File: config.mk
export PLATFORM = sky130hd
export DESIGN_NAME = shift_sequencer
export DESIGN_NICKNAME = d
export VERILOG_FILES = /design/src/rtl/shift_pkg.sv /design/src/rtl/shift_step.sv /design/src/rtl/shift_sequencer.sv
export SDC_FILE = /design/constraint.sdc
export NUM_CORES = 1
export LEC_CHECK = 0
export ABC_AREA = 1
export CORE_UTILIZATION = 51
export DETAILED_ROUTE_END_ITERATION = 8
export PLACE_DENSITY = 0.73
export SYNTH_ARGS = -nofsm -noshare
export SYNTH_HDL_FRONTEND = slang
export SYNTH_SLANG_ARGS = --single-unit
File: constraint.sdc
create_clock -name clk -period 7 [get_ports clk]
set_input_delay 0.7 -clock clk [delete_from_list [all_inputs] [get_ports clk]]
set_output_delay 0.7 -clock clk [all_outputs]
set_load 0.05 [all_outputs]
File: src/rtl/shift_pkg.sv
// Shared shift-type encodings, sequencer states and the effective-count rule
// used by the multicycle shift sequencer.
package shift_pkg;

    typedef enum logic [1:0] {
        LSL = 2'b00,
        LSR = 2'b01,
        ASR = 2'b10,
        ROR = 2'b11
    } shift_op_e;

    typedef enum logic [1:0] {
        IDLE = 2'b00,
        RUN  = 2'b01,
        DONE = 2'b10
    } seq_state_e;

    localparam int WORD_W      = 32;
    localparam int LSL_MAX_EFF = 33;
    localparam int ASR_MAX_EFF = 32;

    // Saturating the count at 33/32 lets plain bit-by-bit shifting reproduce
    // every ARM out-of-range case without special handling in the datapath.
    function automatic logic [5:0] eff_count(input shift_op_e op, input logic rrx,
                                             input logic [7:0] amount);
        logic [5:0] e;
        e = '0;
        case (op)
            LSL, LSR: e = (amount > 8'(LSL_MAX_EFF)) ? 6'(LSL_MAX_EFF) : amount[5:0];
            ASR:      e = (amount > 8'(ASR_MAX_EFF)) ? 6'(ASR_MAX_EFF) : amount[5:0];
            ROR: begin
                if (rrx)                    e = 6'd1;
                else if (amount == 8'd0)    e = 6'd0;
                else if (amount[4:0] == '0) e = 6'd32;
                else                        e = {1'b0, amount[4:0]};
            end
            default: e = '0;
        endcase
        return e;
    endfunction

endpackage

File: src/rtl/shift_step.sv
// One bounded sub-shift of 0..32 bits, producing the shifted word and the
// last bit shifted out (carry_in passes through when k is zero).
module shift_step
    import shift_pkg::*;
(
    input  logic [WORD_W-1:0] value,
    input  shift_op_e         op,
    input  logic              rrx,
    input  logic [5:0]        k,
    input  logic              carry_in,
    output logic [WORD_W-1:0] next_value,
    output logic              carry
);

    logic [4:0] lo_idx;
    logic [4:0] hi_idx;

    // Bit k-1 leaves last on right shifts, bit 32-k on a left shift.
    assign lo_idx = 5'(k - 6'd1);
    assign hi_idx = 5'(6'd32 - k);

    always_comb begin
        next_value = value;
        carry      = carry_in;
        if (k != 6'd0) begin
            case (op)
                LSL: begin
                    next_value = value << k;
                    carry      = value[hi_idx];
                end
                LSR: begin
                    next_value = value >> k;
                    carry      = value[lo_idx];
                end
                ASR: begin
                    next_value = $signed(value) >>> k;
                    carry      = value[lo_idx];
                end
                ROR: begin
                    if (rrx) begin
                        next_value = {carry_in, value[WORD_W-1:1]};
                        carry      = value[0];
                    end else begin
                        next_value = (value >> k) | (value << (6'd32 - k));
                        carry      = value[lo_idx];
                    end
                end
                default: begin
                    next_value = value;
                    carry      = carry_in;
                end
            endcase
        end
    end

endmodule

File: src/rtl/shift_sequencer.sv
// Multicycle ARM shift controller: breaks a register-specified shift into
// sub-shifts of at most STEP bits and reports completion with a done pulse.
module shift_sequencer
    import shift_pkg::*;
#(
    parameter int STEP = 4
) (
    input  logic              clk,
    input  logic              reset,
    input  logic              start,
    input  logic [1:0]        op,
    input  logic              rrx,
    input  logic [7:0]        amount,
    input  logic [WORD_W-1:0] operand,
    input  logic              carry_in,
    output logic              busy,
    output logic              done,
    output logic [WORD_W-1:0] result,
    output logic              carry_out,
    output seq_state_e        dbg_state
);

    // Handshake: start is sampled only in IDLE; an accepted start latches all
    // inputs and raises busy. busy stays high through RUN and DONE, done is a
    // single-cycle pulse in DONE, and result/carry_out hold until the next
    // accepted start. Inputs, including start, are ignored while busy.

    localparam logic [5:0] STEP_K = 6'(STEP);

    seq_state_e        state_q, state_d;
    logic [5:0]        remaining;
    logic [5:0]        eff;
    logic [5:0]        k;
    shift_op_e         op_q;
    logic              rrx_q;
    logic [WORD_W-1:0] step_value;
    logic              step_carry;

    assign eff = eff_count(shift_op_e'(op), rrx, amount);
    assign k   = (remaining < STEP_K) ? remaining : STEP_K;

    shift_step u_step (
        .value      (result),
        .op         (op_q),
        .rrx        (rrx_q),
        .k          (k),
        .carry_in   (carry_out),
        .next_value (step_value),
        .carry      (step_carry)
    );

    always_comb begin
        state_d = state_q;
        case (state_q)
            IDLE:    if (start) state_d = (eff == 6'd0) ? DONE : RUN;
            RUN:     if (remaining <= STEP_K) state_d = DONE;
            DONE:    state_d = IDLE;
            default: state_d = IDLE;
        endcase
    end

    always_ff @(posedge clk) begin
        if (reset) begin
            state_q   <= IDLE;
            remaining <= '0;
            result    <= '0;
            carry_out <= 1'b0;
            op_q      <= LSL;
            rrx_q     <= 1'b0;
        end else begin
            state_q <= state_d;
            if (state_q == IDLE && start) begin
                result    <= operand;
                carry_out <= carry_in;
                remaining <= eff;
                op_q      <= shift_op_e'(op);
                rrx_q     <= rrx && (op == 2'b11);
            end else if (state_q == RUN) begin
                result    <= step_value;
                carry_out <= step_carry;
                remaining <= remaining - k;
            end
        end
    end

    assign busy      = (state_q != IDLE);
    assign done      = (state_q == DONE);
    assign dbg_state = state_q;

endmodule

* Yosys cells after proc, flatten, opt, wreduce, memory -nomap -nowiden *
Index checks and enable logic that the tools add are counted.

storage, ports and cells
  bits of input ports = 47
  output and inout bits = 37
  word-level logic and storage cells = 73
  register bits = 44

cells by class
  bitwise gates (word level) = 1
  eq/ne operators = 10
  magnitude comparators = 6
  shift operators = 4
  muxes and demuxes = 27
  add/subtract/negate cells = 3
  reductions and logical operators = 16

operators with widths
  kind                   count
  $mux W32               4
  $pmux W32 S4           1
  $shl A32 B6 Y32        2
  $mux W6                8
  $or A32 B32 Y32        1
  $shr A32 B6 Y32        1
  $sshr A32 B6 Y32       1
  $pmux W6 S3            1
  $gt A8 B6 Y1 const B   2
  $lt A5 B6 Y1 const B   2
  $bmux W1 S5            2
  $eq A2 B2 Y1 const B   5
  $logic_not A8 Y1       1
  $eq A2 B1 Y1 const B   3
  $le A6 B3 Y1 const B   1
  $logic_not A2 Y1       3
  $logic_not A6 Y1       1
  $lt A6 B3 Y1 const B   1
  $mux W1                6
  $mux W2                3
  $reduce_bool A2 Y1     3
  $reduce_bool A6 Y1     1
  $sub A6 B6 Y6          1
  $sub A6 B6 Y6 const A  1
  8 further kinds        12

* Depth between registers and ports, before layout *
Gate-level depths: netlist (run 1).

  depth after elaboration = 10
  gate-level depth with buffers = 22
  mapped depth without buffers = 21

* Modules after synthesis *
A second synthesis (run 1) with hierarchy kept.

second synthesis, totals
  cell total of the unflattened synthesis = 1735
  area, all modules = 8929.8 µm²

by module, submodules not included
  module           seq. area each (µm²)  cells an instance  area an instance (µm²)  times used
  shift_step       0.0                   1445               6750.2                  1
  shift_sequencer  880.8                 290                2179.6                  1

* Least setup slack after synthesis (run 1) *
Ideal clock, no wire load.

  path type = register -> register
  start point = register remaining[2]
  end point = register result[9]
  data arrival time = 2600 ps
  required time = 6869 ps
  period minus slack after synthesis = 2730 ps
  stages on the path, launching flop included = 21
  path slack = 4270 ps
  path buffers = 2
  setup time = 131 ps
  cell sequence = dfxtp_1 nor2_4 nand2_8 nor2_4 inv_2 buf_2 ha_1 clkinv_1 clkbuf_1 nand3_1 nand3_2 nand2_1 nand2_1 nand3_1 nand2_1 nand2_1 nand2_1 nand2_1 nand2_1 nand2_1 a21oi_2

between the ends
  cells in the longest elaborated chain, start to end = 10
  elaborated cells between the ends (all ways) = 16
  classes of those cells = 1 x add/sub; 1 x order compare; 4 x shift; 6 x mux; 1 x bitwise; 3 x reduce/logical

RTL lines
  what                    RTL line               RTL
  start, declared         shift_sequencer.sv:31  logic [5:0] remaining;
  start signal, assigned  shift_sequencer.sv:81  remaining <= remaining - k;
  $lt A6 B3 Y1            shift_sequencer.sv:40  assign k = (remaining < STEP_K) ? remaining : STEP_K;
  $mux W6 *               shift_sequencer.sv:40
  $sub A6 B6 Y6           n/a
  $shl A32 B6 Y32         shift_step.sv:44       next_value = (value >> k) | (value << (6'd32 - k));
  $or A32 B32 Y32         shift_step.sv:44
  $mux W32                shift_step.sv:40       if (rrx) begin
  $pmux W32 S4            shift_step.sv:26       case (op)
  $mux W32                shift_step.sv:25       if (k != 6'd0) begin
  $mux W32                shift_sequencer.sv:78  end else if (state_q == RUN) begin
  $mux W32                shift_sequencer.sv:72  if (state_q == IDLE && start) begin
  end signal, assigned    shift_sequencer.sv:73  result <= operand;
  end signal, assigned    shift_sequencer.sv:79  result <= step_value;
  end, declared           shift_sequencer.sv:18  output logic [WORD_W-1:0] result,

Every way passes the cells marked *; elsewhere a longest branch is shown, timed or not. The select of a mux whose other input is x is not followed.
A chain may end at the register's enable or synchronous reset.

* Worst setup path after layout (run 1) *
  start point = register remaining[4]
  end point = register result[14]

The elaborated chain is that of the path after synthesis.

==> results of run 1 <==
==> metrics by stage <==
stage | util [%] | total power [W] | setup WS, ns | area, um^2
6_report | 60.7 | 0.00202 | 1.42 | 6930
5_1_grt | 60.7 | 0.00213 | 1.10 | 6930
3_5_place_dp | 59.2 | 0.00166 | 1.68 | 6760
4_1_cts | 60.7 | 0.00196 | 1.64 | 6930
3_3_place_gp | 59.2 | 0.00166 | 1.83 | 6760
2_1_floorplan | - | 0.00130 | 4.27 | 6000
==> cells in the mapped netlist, drive strengths merged <==
library cell	n	area share, %
a211oi	6	0.75
a21boi	1	0.13
a21oi	107	9.0
a221o	1	0.17
a221oi	8	1.2
a22oi	3	0.38
a2bb2oi	1	0.15
a311oi	1	0.15
a31o	1	0.15
a31oi	4	0.42
and2	1	0.10
buf	29	2.8
clkbuf	41	2.6
clkinv	7	0.65
conb	1	0.063
dfxtp	44	15
ha	6	1.3
inv	96	6.0
nand2	364	23
nand3	94	8.6
nand4	12	1.3
nor2	99	8.0
nor3	8	0.67
o2111ai	3	0.44
o211ai	27	3.4
o21a	5	0.63
o21ai	106	8.8
o221a	1	0.19
o221ai	13	2.0
o22ai	10	1.0
o311ai	1	0.15
o31ai	1	0.13
o32ai	2	0.29
o41ai	1	0.15
or2	2	0.21
xor2	1	0.15
==> per-layer routing <==
| metal | vias up | routed length [um] |
|---|---|---|
| li1 | 3793 | - |
| met1 | 3634 | 10600 |
| met2 | 654 | 10300 |
| met3 | 97 | 3690 |
| met4 | 0 | 930 |
| met5 | - | 0 |
==> report_power, final <==
group	total, W	internal (W)	switching (W)
Combinational	0.00138	0.000405	0.000973
Clock	0.000294	0.000173	0.000122
Sequential	0.000344	0.000288	0.0000557
==> logic make-up (layout without fill, tap and decap cells) <==
family / count (synthesis) / after routing / share of synthesized area (%)
compound gates: 303 / 303 / 29.7
flops: 44 / 44 / 14.7
fa+ha+maj: 6 / 6 / 1.25
simple gates: 580 / 580 / 42.1
xor+xnor: 1 / 1 / 0.146
other cells: 1 / 1 / 0.0625
buf+inv: 173 / 203 / 12.1
==> state kept, by name, indices dropped and copies added (netlist names) <==
register,count
carry_out,1
dbg_state,2
rrx_q,1
remaining,6
op_q,2
result,32
==> worst max path at each step <==
stage                 endpoint  cells after the start
finish              result[14]                     19
global route        result[14]                     19
CTS                 result[14]                     19
detailed placement  result[14]                     19
global placement    result[14]                     19
floorplan            result[9]                     20
==> cells in the final DEF, fill, tap and decap left out, drive strengths merged, types with 4 or more instances in the layout <==
master	count
a221oi	8
nor2	99
a21oi	107
dfxtp	44
o21a	5
clkbuf	5
clkinv	7
nand4	12
nand3	94
a31oi	4
o211ai	27
o22ai	10
inv	98
o221ai	13
clkdlybuf4s50	83
nand2	364
o21ai	106
a211oi	6
ha	6
buf	9
nor3	8
==> cell type report <==
type	instances	area, um^2	share of cell area [%]
clock inverter	3	50.0	0.722
multi-input combinational	891	4400	63.4
sequential	44	881	12.7
clock buffer	5	125	1.81
timing repair buffer	92	898	13.0
inverter	103	402	5.80
tap	143	179	2.58
==> critical path, cell delays in order (launching register included) <==
cell and delay (ns):
dfxtp_1 0.38, nor2_4 0.36, nand2_8 0.35, nor2_4 0.76, inv_2 0.48, ha_1 0.95
clkinv_1 0.82, nand3_1 0.35, nand3_1 0.10, nand2_1 0.13, nand2_1 0.08, nand2_1 0.10
nand2_1 0.09, nand2_1 0.08, nand2_1 0.05, nand2_1 0.07, nand2_1 0.05, nand2_1 0.09
nand2_1 0.05, a21oi_1 0.13
==> impl_metrics.tcl, run 1 <==
set metrics [dict create \
    status "finished clean" \
    peakVddDrop_mv 0.207 \
    busiest_layer "met1" \
    worst_slew_pin_slew_ns 0.969 \
    grt.total_usage_pct 41.3 \
    syn_avg_cell_area_um2 5.41 \
    grt_pass1_vias 7347 \
    post-route-min-period_ns 5.58 \
    cp_max_fo 45 \
    ctsResizeCount 0 \
    hold_end "result[6]" \
    placed_cells 1273 \
    reg2reg_to "result[14]" \
    power_leakage_nw 3.11 \
    grt_max_degree 63 \
    maxCapViolations 0 \
    num_vias 8178 \
    hold_path_startpoint "result[6]" \
    crit_start "remaining[4]" \
    setup_tns_ns 0 \
    dpl.hpwl_mm 18.1 \
    fp-row-count 39 \
    grtUsageMet3_pct 11.6 \
    vias_per_cell 6.38 \
    arrival_ns 5.82 \
    setup_violations 0 \
    clock_sinks 44 \
    grt_use_met1_pct 58.6 \
    clk_latency_ns 0.31 \
    reg2reg_depth 19 \
    hp-class "flip-flop to flip-flop" \
    end_kind "flip-flop" \
    syn_nets 1161 \
    rsz0062_at_grt "false" \
    final_net_count 1190 \
    ys_seq_elements 44 \
    antenna_found_initial 0 \
    path_clk_slew_ns 0.07 \
    drc 0 \
    io_pins 84 \
    p_per_area_nw_per_um2 291 \
    die_w_um 110 \
    initial_core_util_pct 52.5 \
    dr.first_iter.drc_count 1331 \
    synth_seq_area_share_pct 14.7 \
    slew_headroom_pct 35.3 \
    cts_buffers 5 \
    die_y_um 110 \
    syn_area_um2 6000 \
    grt_pass1_wl_mm 40.2 \
    root_buffer "clkbuf_16" \
    drv_slew 0 \
    place_congestion 1.02 \
    io_buffer_count 83 \
    yosys.cell_types.count 51 \
    clockBufferDepth 2 \
    fin_cells 1281 \
    fillers 1218 \
    hold_buffers 0 \
    whs_ns 0.491 \
    die-area_um2 12200 \
    cts_setup_buffers 0 \
    fmax_mhz 179 \
    cts_tree "done" \
    skew_ns 0.00777 \
    ys.warnings.count 0 \
    core_area_um2 11400 \
    antenna_left 0 \
    rr_startpoint "remaining[4]" \
    antennaDiodeCount 0 \
    h-tree-depth 2 \
    required_ns 7.24 \
    wl_per_cell_um 19.9 \
    overflow 0 \
    finalCritPeriodShare_pct 79.8 \
    drive_gt1_share_pct 4.48 \
    r2r_slack_ns 1.42 \
    firstDrtPassIters 9 \
    path_class "flip-flop to flip-flop" \
    finalHoldViolations 0 \
    hold_path_depth 2 \
    synthCells 1108 \
    cp-start-kind "flip-flop" \
    grt_use_met2_pct 58.2 \
    drt-total-wl_mm 25.5 \
    area_growth_pct 15.5 \
]
(Power assumes the default switching activity.)
==> run 2, diff against run 1 <==
Clock period 7 ns to 5.3 ns, I/O delays scaled along.
==> impl_metrics.tcl, run 2 (synthesized netlist as in run 1, its figures left out) <==
set metrics [dict create \
    largest_reg_flops 32 \
    cp.depth 20 \
    setup_violations 0 \
    worst_slew_pin_slew_ns 0.933 \
    place_congestion 0.991 \
    p_clk_share_pct 14.6 \
    hold_buffers 0 \
    clock_sinks 44 \
    critPathBufInv 3 \
    antenna_left 0 \
    cts_setup_buffers 0 \
    final_cell_mix "358 x nand2_1, 106 x a21oi_1, 93 x inv_1" \
    grt_pass1_vias 7472 \
    cts_tree "done" \
    drt-total-wl_mm 26.0 \
    crit_end "result[14]" \
    cpPeakStageDelay_ns 0.63 \
    drc 0 \
    reg2reg_to "result[14]" \
    maxCapViolations 0 \
    cts_buffers 5 \
    rr_startpoint "remaining[4]" \
    path_common_cell "nand2_1" \
    path_class "flip-flop to flip-flop" \
    whs_ns 0.486 \
    seq_power_share_pct 17.0 \
    dpl.hpwl_mm 18.6 \
    top_regs "result (32), remaining (6)" \
    antenna_found_initial 0 \
    setup_tns_ns 0 \
    area_growth_pct 16.1 \
    hp-class "flip-flop to flip-flop" \
    wl_per_cell_um 20.2 \
    skew_ns 0.00748 \
    post-route-min-period_ns 4.27 \
    fp-row-count 39 \
    slew_headroom_pct 37.7 \
    io_buffer_count 83 \
    top_register "result" \
    antennaDiodeCount 0 \
    r2r_slack_ns 1.03 \
    final_net_count 1194 \
    grt_max_degree 61 \
    io_pins 84 \
    path_clk_slew_ns 0.07 \
    peakVddDrop_mv 0.251 \
    status "finished clean" \
    crit_start "remaining[4]" \
    drive_gt1_share_pct 4.82 \
    fin_cells 1285 \
    utilization_pct 61.0 \
    crit_chain "nor2_4, nand2_8, nor2_4, inv_2, ha_1, buf_4, clkinv_1, nand3_1, nand3_1, nand2_1, nand2_1, nand2_1, nand2_1, nand2_1, nand2_1, nand2_1, nand2_1, nand2_1, nand2_1, a21oi_1" \
    dr.first_iter.drc_count 1343 \
    die-area_um2 12200 \
    p_comb_share_pct 68.4 \
    required_ns 5.52 \
    cp_max_fo 45 \
    p_per_area_nw_per_um2 384 \
    power.internal_w 0.00116 \
    drv_slew 0 \
    finalCritPeriodShare_pct 80.5 \
    h-tree-depth 2 \
    clk_latency_ns 0.31 \
    die_y_um 110 \
    initial_core_util_pct 52.5 \
    vias_per_cell 6.40 \
    sw_frac_of_total_pct 56.8 \
    finalHoldViolations 0 \
    grt_pass1_wl_mm 40.7 \
    overflow 0 \
    clockBufferDepth 2 \
    arrival_ns 4.49 \
    firstDrtPassIters 8 \
    placed_cells 1277 \
    grt.total_usage_pct 42.0 \
    cp_top_family "simple AND/OR/NAND/NOR gates" \
    rsz0062_at_grt "false" \
    root_buffer "clkbuf_16" \
    end_kind "flip-flop" \
    cp-start-kind "flip-flop" \
    final_common_cell "nand2_1" \
    fillers 1209 \
    core_area_um2 11400 \
    fmax_mhz 234 \
    p_sw_w 0.00152 \
    die_w_um 110 \
    num_vias 8221 \
    cpMaxStageDelayCell "clkinv_1" \
    ctsResizeCount 0 \
    reg2reg_depth 20 \
    power_leakage_nw 3.13 \
]
-- run 2: cell types whose count changed in the layout (fill, tap and decap cells not counted), sizes merged --
cell    delta
clkinv     +1
inv        -2
buf        +4
clkbuf     +1
-- run 2: worst min path at each step --
stage	to	cells past startpoint	slack [ns]	from
after floorplan	op_q[1]	2	0.49	op_q[1]
after global placement	result[24]	2	0.47	result[24]
after detailed placement	result[24]	2	0.48	result[24]
after CTS	result[24]	2	0.49	result[24]
after global routing	result[24]	2	0.51	result[24]
final	result[24]	2	0.49	result[24]
-- run 2: layer usage --
metal  GRT usage, %  wire length [um]
met1           58.8             11000
met2           60.9             10700
met3           11.4              3470
met4           15.8               875
met5              0                 0
-- run 2: cell type report --
class                           instances  area [um^2]  area share, %
Clock buffer                            6          139           1.99
Inverter                              103          402           5.77
Tap cell                              143          179           2.57
Multi-Input combinational cell        891         4400           63.1
Sequential cell                        44          881           12.7
Timing Repair Buffer                   96          928           13.3
Clock inverter                          2         38.8          0.557
-- run 2: worst reg2reg max path, stage by stage (launching register included) --
cell      delay (ns)
dfxtp_1         0.38
nor2_4          0.35
nand2_8         0.35
nor2_4          0.21
inv_2           0.24
ha_1            0.38
buf_4           0.27
clkinv_1        0.63
nand3_1         0.37
nand3_1         0.10
nand2_1         0.11
nand2_1         0.09
nand2_1         0.11
nand2_1         0.11
nand2_1         0.09
nand2_1         0.05
nand2_1         0.06
nand2_1         0.05
nand2_1         0.08
nand2_1         0.04
a21oi_1         0.12
-- run 2: power groups by stage --
| stage | registers [W] | clock network [W] | logic [W] |
|---|---|---|---|
| 6_report | 0.000455 | 0.000390 | 0.00183 |
| 5_1_grt | 0.000459 | 0.000397 | 0.00197 |
| 4_1_cts | 0.000451 | 0.000390 | 0.00176 |
| 3_5_place_dp | 0.000458 | 0 | 0.00175 |
| 3_3_place_gp | 0.000457 | 0 | 0.00175 |
| 2_1_floorplan | 0.000574 | 0 | 0.00114 |
-- run 2: stage by stage --
stage               total power [W]  cell area (um^2)  setup slack (ns)
global route                0.00282              6960             0.744
detailed placement          0.00221              6790              1.21
CTS                         0.00260              6960              1.18
global placement            0.00221              6790              1.27
floorplan                   0.00172              6000              2.57
finish                      0.00267              6960              1.03
